--- src/rtl/arith_defs.sv ---
// rtl/arith_defs.sv - FSM state encodings and counter sizing for the serial adder
package arith_defs;

    localparam logic [1:0] ST_IDLE = 2'd0;
    localparam logic [1:0] ST_RUN  = 2'd1;
    localparam logic [1:0] ST_DONE = 2'd2;

    function automatic int cnt_width(input int width);
        return $clog2(width);
    endfunction

endpackage

--- src/rtl/half_adder.sv ---
// rtl/half_adder.sv - 1-bit half adder
module half_adder (
    input  logic x,
    input  logic y,
    output logic s,
    output logic c
);

    assign s = x ^ y;
    assign c = x & y;

endmodule

--- src/rtl/serial_fa_cell.sv ---
// rtl/serial_fa_cell.sv - combinational 1-bit full adder built from two half adders
module serial_fa_cell (
    input  logic a,
    input  logic b,
    input  logic cin,
    output logic s,
    output logic cout
);

    logic s0;
    logic c0;
    logic c1;

    half_adder u_ha0 (
        .x (a),
        .y (b),
        .s (s0),
        .c (c0)
    );

    half_adder u_ha1 (
        .x (s0),
        .y (cin),
        .s (s),
        .c (c1)
    );

    assign cout = c0 | c1;

endmodule

--- src/rtl/serial_add_sequencer.sv ---
// rtl/serial_add_sequencer.sv - bit-serial add/subtract sequencer with start/ready/done handshake
module serial_add_sequencer
    import arith_defs::*;
#(
    parameter int WIDTH = 32
) (
    input  logic             clk,
    input  logic             rst,
    input  logic             start,
    input  logic [WIDTH-1:0] a,
    input  logic [WIDTH-1:0] b,
    input  logic             sub,
    output logic             ready,
    output logic             busy,
    output logic             done,
    output logic [WIDTH-1:0] result,
    output logic             carry_out,
    output logic             overflow,
    output logic             zero
);

    localparam int CW = cnt_width(WIDTH);
    localparam logic [CW-1:0] LAST = CW'(WIDTH - 1);

    logic [1:0]       state_q,   state_d;
    logic [WIDTH-1:0] op_a_q,    op_a_d;
    logic [WIDTH-1:0] op_b_q,    op_b_d;
    logic [WIDTH-1:0] res_q,     res_d;
    logic [CW-1:0]    cnt_q,     cnt_d;
    logic             c_q,       c_d;
    logic             carry_q,   carry_d;
    logic             ovf_q,     ovf_d;
    logic             zero_q,    zero_d;

    logic             fa_s;
    logic             fa_cout;
    logic [WIDTH-1:0] res_shift;

    serial_fa_cell u_cell (
        .a    (op_a_q[0]),
        .b    (op_b_q[0]),
        .cin  (c_q),
        .s    (fa_s),
        .cout (fa_cout)
    );

    // LSB-first: each new sum bit enters at the MSB so the word is aligned after WIDTH shifts
    assign res_shift = {fa_s, res_q[WIDTH-1:1]};

    always_comb begin
        state_d = state_q;
        op_a_d  = op_a_q;
        op_b_d  = op_b_q;
        res_d   = res_q;
        cnt_d   = cnt_q;
        c_d     = c_q;
        carry_d = carry_q;
        ovf_d   = ovf_q;
        zero_d  = zero_q;
        case (state_q)
            ST_IDLE: begin
                if (start) begin
                    op_a_d  = a;
                    op_b_d  = sub ? ~b : b;
                    c_d     = sub;
                    cnt_d   = '0;
                    state_d = ST_RUN;
                end
            end
            ST_RUN: begin
                res_d  = res_shift;
                op_a_d = op_a_q >> 1;
                op_b_d = op_b_q >> 1;
                c_d    = fa_cout;
                cnt_d  = cnt_q + 1'b1;
                if (cnt_q == LAST) begin
                    cnt_d   = '0;
                    carry_d = fa_cout;
                    ovf_d   = c_q ^ fa_cout;
                    zero_d  = (res_shift == '0);
                    state_d = ST_DONE;
                end
            end
            ST_DONE: begin
                state_d = ST_IDLE;
            end
            default: begin
                state_d = ST_IDLE;
            end
        endcase
    end

    always_ff @(posedge clk) begin
        if (rst) begin
            state_q <= ST_IDLE;
            op_a_q  <= '0;
            op_b_q  <= '0;
            res_q   <= '0;
            cnt_q   <= '0;
            c_q     <= 1'b0;
            carry_q <= 1'b0;
            ovf_q   <= 1'b0;
            zero_q  <= 1'b0;
        end else begin
            state_q <= state_d;
            op_a_q  <= op_a_d;
            op_b_q  <= op_b_d;
            res_q   <= res_d;
            cnt_q   <= cnt_d;
            c_q     <= c_d;
            carry_q <= carry_d;
            ovf_q   <= ovf_d;
            zero_q  <= zero_d;
        end
    end

    assign ready     = (state_q == ST_IDLE);
    assign busy      = (state_q == ST_RUN);
    assign done      = (state_q == ST_DONE);
    assign result    = res_q;
    assign carry_out = carry_q;
    assign overflow  = ovf_q;
    assign zero      = zero_q;

endmodule
--- config.mk ---
export PLATFORM = sky130hd
export DESIGN_NAME = serial_add_sequencer
export DESIGN_NICKNAME = d
export VERILOG_FILES = /design/src/rtl/arith_defs.sv /design/src/rtl/half_adder.sv /design/src/rtl/serial_fa_cell.sv /design/src/rtl/serial_add_sequencer.sv
export SDC_FILE = /design/constraint.sdc
export NUM_CORES = 1
export LEC_CHECK = 0
export BUFFER_PORTS_ARGS = -buffer_cell sky130_fd_sc_hd__buf_2
export CAP_MARGIN = 20
export CORE_ASPECT_RATIO = 0.7
export CORE_MARGIN = 2
export CORE_UTILIZATION = 35
export DETAILED_ROUTE_END_ITERATION = 12
export REMOVE_ABC_BUFFERS = 1
export SLEW_MARGIN = 20
export SYNTH_ARGS = -nofsm -noshare
export SYNTH_HDL_FRONTEND = slang
export SYNTH_SLANG_ARGS = --single-unit
--- constraint.sdc ---
create_clock -name clk -period 2.7 [get_ports clk]
set_input_delay 0.27 -clock clk [delete_from_list [all_inputs] [get_ports clk]]
set_output_delay 0.27 -clock clk [all_outputs]
set_load 0.1 [all_outputs]
After elaboration in Yosys (flattened, before gate mapping)
Cells that the tools add are included.
- register bits: 107
- bits in latches: 0
- RAM bits: 0
- bits in read-only memories: 0
- bits of input ports: 68
- output and inout bits: 38
- logic and storage cells: 41
- memories kept: 0
- add/subtract/negate cells: 1
- multiply operators: 0
- div/mod/pow operators: 0
- $lt $le $gt $ge: 0
- equal/unequal tests: 5
- shifts and indexed selects: 0
- mux-type cells: 13
- bitwise gates (word level): 7
- reductions and logical operators: 6
- operators with widths (kind ; number):
    $pmux 32 s2 ; 2
    $mux 32 ; 3
    $logic_not 32->1 ; 1
    $not 32->32 ; 1
    $mux 5 ; 2
    $pmux 5 s2 ; 1
    $reduce_and 2->1 ; 3
    $add 5x1->5 const B ; 1
    $eq 5x5->1 const B ; 1
    $mux 2 ; 2
    $pmux 2 s2 ; 1
    $xor 1x1->1 ; 3
    $and 1x1->1 ; 2
    $eq 2x1->1 const B ; 1
    $eq 2x2->1 const B ; 1
    $logic_not 2->1 ; 1
    $ne 2x1->1 const B ; 1
    $ne 2x2->1 const B ; 1
    $pmux 1 s2 ; 1
    $reduce_bool 2->1 ; 1
    $mux 1 ; 1
    $or 1x1->1 ; 1

Depth between registers and ports, before layout
- word-level depth: 4
- depth in mapped cells: 7
- mapped depth without buffers: 6

Cells and area by module
A second synthesis with hierarchy kept.
- cells, all modules: 559
- area, all modules: 5061.1 µm²
- modules (own cells, without submodules) (module ; times used ; cells an instance ; area an instance (µm²) ; seq. area each (µm²)):
    serial_add_sequencer ; 1 ; 556 ; 5029.8 ; 2142.1
    half_adder ; 2 ; 1 ; 12.5 ; 0.0
    serial_fa_cell ; 1 ; 1 ; 6.3 ; 0.0

Worst setup path after synthesis
OpenSTA, ideal clock, no wires.
- kind: reg2out
- start point: register state_q[1]
- end point: output done
- arrival time: 2.159 ns
- slack: 0.271 ns
- cell stages (with the launch flop): 4
- cell sequence: dfxtp_1 buf_2 buf_1 nor2b_1
- cells in the longest elaborated chain, start to end: 1
- ends and longest elaborated chain (what ; RTL line ; source):
    from (decl) ; serial_add_sequencer.sv:25 ; logic [1:0] state_q, state_d;
    from (signal assigned) ; serial_add_sequencer.sv:105 ; state_q <= state_d;
    $eq 2x2->1 ; serial_add_sequencer.sv:119 ; assign done = (state_q == ST_DONE);
    to (decl) ; serial_add_sequencer.sv:15 ; output logic done,
Every way passes these cells.

Worst setup path after layout
- start point: register state_q[0]
- end point: output busy
- cells in the longest elaborated chain, start to end: 1
- ends and longest elaborated chain (what ; RTL line ; source):
    $eq 2x1->1 ; serial_add_sequencer.sv:118 ; assign busy = (state_q == ST_RUN);
    to (decl) ; serial_add_sequencer.sv:14 ; output logic busy,
Every way passes these cells.

==> metrics.md <==
| Metric | Value |
|---|---|
| Fin crit period | `between 2 and 2.5 ns` |
| Slew @ Worst Pin | `about 0.9 ns` |
| Initial antenna violation count | `0` |
| Share of Yosys cell area claimed by the top area cell type | `44.7%` |
| Power share of the sequential group | `47.3%` |
| Diode count | `0` |
| Die area | `0.0147 sq mm` |
| CTS tree | `yes` |
| Most frequent standard cell in the layout excluding fill and tap cells | `dfxtp_1` |
| Via count normalized by instance count | `5.12` |
| Most used cells in the layout excluding fill and tap cells | `dfxtp_1 (106), buf_2 (104), nor2_1 (69), a21oi_1 (69), nand2_1 (65)` |
| Aggregate global routing overflow | `0` |
| Number of standard cells in the layout, taps in and fillers out | `821` |
| Clk pwr share | `38.8%` |
| Number of buffers inserted by hold repair at cts | `0` |
| Final count of hold timing violations | `0` |
| Std cell rows | `35` |
| Type of element capturing the critical path | `primary output` |
| Outcome | `completed` |
| Top_reg_cell synth | `dfxtp_1` |
| I/O Pins | `106` |
| P&R area growth vs syn | `18.4%` |
| Detailed-placement wirelength estimate | `7620 um` |
| Critical path start-end classification | `reg2out` |
| Filler instances | `roughly 1300` |
| # setup viols final | `0` |
| Final ANT Viol Nets | `0` |
| Total routing usage reported by global routing | `between 10% and 20%` |
| Post-synthesis cell type with the largest combined area | `dfxtp_1` |
| Initial DRC Count | `374` |
| Initial Util | `36.1%` |
| Fraction of the yosys area taken by sequential cells | `44.7%` |
| Number of instances in the synthesized netlist | `557` |
| Net switching power of the design | `925 uW` |
| Net Sw Frac | `25.4%` |
| RSZ-0062 raised after global routing | `no` |
| Maximum operating frequency | `0.490 GHz` |
| Mapped Area | `0.00479 sq mm` |
| Placement Setup Slack | `0.890 ns` |
| CTS Root Cell | `clkbuf_16` |
| Number of cells on the worst hold path | `3` |
| Fraction of registers with async set/reset | `0%` |
| Cell-internal power | `2.71 mW` |
| CTS sink count | `107` |
| Max_slew headroom | `between 40% and 50%` |
| Maximum ir drop on the vdd rail | `about 0.00035 V` |
| Num CTS Buffers | `9` |
| Std-Cell Core Area | `0.0133 sq mm` |
| Via count of the first global-routing pass | `3791` |
| Arrival time worst endpoint | `1.77 ns` |
| Critical path startpoint category | `flop` |
| Number of resized instances in the post-cts repair step | `0` |
| End of the worst hold path | `op_a_q[31]` |
| Total placed cells including tap cells | `806` |
| Number of enable flip-flop cells after synthesis | `0` |
| Drt pass-1 iters | `7` |
| Average cell area after synthesis | `8.60 sq um` |
| PwrDens | `642 mW/mm^2` |
| Syn. warnings | `0` |
| Total wirelength of the detailed-routed design | `11600 um` |
| Largest net degree at the start of global routing | `74` |
| Capturing point of the worst reg2reg path | `overflow` |
| Max clock buf depth | `2` |
| Average wire per cell in the routed design | `14.1 um` |
| Share of post-route cells with drive strength above 1 | `22.5%` |
| Clock Skew | `0.00510 ns` |
| Slack of the worst reg-to-reg path | `0.91 ns` |
| Clock-pin slew on the worst setup and hold paths | `0.07 ns` |
| Hold path startpoint | `a[31]` |
| Count of different cell masters after synthesis | `34` |
| WP data required | `2.43 ns` |
| Cell count of the worst reg-to-reg path | `5` |
| Number of maximum-capacitance violations | `0` |
| Clock insertion delay at the later pin of the skew report | `~0.34 ns` |
| Die Span Y | `102 um` |
| Via total after detailed routing | `4207` |
| GPL Wtd Cong | `0.790` |
| Period Utilization, post-route | `75.6%` |
| Post-detailed-route DRC marker count | `0` |
| Cell area after placement | `approximately 0.0054 sq mm` |
| Post CTS Setup Buffer Count | `0` |
| Number of flip-flops and latches in the synthesized netlist | `107` |
| Number of buffers inserted by port buffering | `105` |
| Final #Nets | `703` |
| Type of the most critical hold path | `in2reg` |
| Fin. max-slew vios | `0` |
| # H-tree levels | `3` |
| Slack of the critical path | `0.659 ns` |
| Beginning of the worst register-to-register path | `state_q[0]` |
| Largest cells by area after synthesis | `dfxtp_1 (45%), a21oi_1 (7.2%), a222oi_1 (6.5%), xor2_1 (6.0%), nor2_1 (5.4%)` |
| Leakage power of the design | `2.32 nW` |
| Final Cell Area | `0.00567 sq mm` |
| Final Power | `about 3.6 mW` |
| Critical path fanouts, max | `24` |
| Die outline width | `144 um` |
| First-pass GRT wire length | `18900 um` |
| Comb power frac | `14.0%` |
worst max-delay path by stage:
stage               start  slack [ns]  cells past startpoint         end
2_1_floorplan  state_q[0]       -1.15                      4   carry_out
3_3_place_gp        start        0.93                      5  op_a_q[31]
3_5_place_dp        start        0.89                      5  op_b_q[12]
4_1_cts        state_q[0]        0.62                      3        busy
5_1_grt        state_q[0]        0.54                      3        busy
6_report       state_q[0]        0.66                      3        busy
metal layers:
metal	share of wire (%)	up-vias	global-route usage, %
met1	50	1955	23.2
met5	0	-	0
li1	-	2094	-
met4	1.2	0	4.22
met3	6.4	13	4.45
met2	42	145	24.0
cells in the mapped netlist, types with 3 or more instances:
cell type,number
a22oi_1,4
nor3_1,32
clkbuf_1,17
dfxtp_1,107
buf_1,5
nand2b_1,33
nand2_1,65
or3b_1,23
nor2_1,69
a222oi_1,31
buf_4,4
a21oi_1,69
buf_6,6
buf_2,18
or3_1,3
xor2_1,33
or3b_2,9
nor4_1,8
per-stage QoR:
stage	TNS [ns]	hold slack, ns	util, %
finish	0	0.175	42.7
global route	0	0.208	42.7
CTS	0	0.159	42.7
detailed placement	0	0.454	40.3
global placement	0	0.444	40.3
floorplan	-67.89	0.339	-
logic make-up after synthesis:
logic type	synth area share [%]
and+or+nand+nor	26.8
AOI/OAI and AO/OA	15.6
DFF	44.7
buffers and inverters	5.88
xor gates and xnor gates	6.03
adders and majority gates	0.940
worst max-delay path: stages (launching register included):
cell and delay, ns:
dfxtp_2 0.44, nand2b_1 0.11, inv_2 0.34, buf_2 0.53
state kept, by name, indices dropped and copies added, names as in the netlist:
| signal | count |
|---|---|
| zero | 1 |
| result | 32 |
| c_q | 1 |
| cnt_q | 5 |
| state_q | 2 |
| overflow | 1 |
| op_a_q | 32 |
| op_b_q | 32 |
| carry_out | 1 |
cell type report:
| cell class | instances | area, sq um | area share [%] |
|---|---|---|---|
| inverter | 3 | 11.3 | 0.199 |
| sequential | 107 | 2140 | 37.8 |
| multi-input combinational | 397 | 2370 | 41.8 |
| timing repair buffer | 114 | 596 | 10.5 |
| tap | 185 | 231 | 4.08 |
| clock inverter | 4 | 75.1 | 1.32 |
| clock buffer | 11 | 243 | 4.28 |
power groups by stage:
| stage | clock network, mW | registers [mW] | logic [mW] |
|---|---|---|---|
| floorplan | 0 | 1.76 | 0.305 |
| global placement | 0 | 1.75 | 0.495 |
| detailed placement | 0 | 1.75 | 0.510 |
| CTS | 1.45 | 1.72 | 0.511 |
| global route | 1.51 | 1.73 | 0.570 |
| finish | 1.41 | 1.72 | 0.508 |
(Power assumes the default switching activity.)
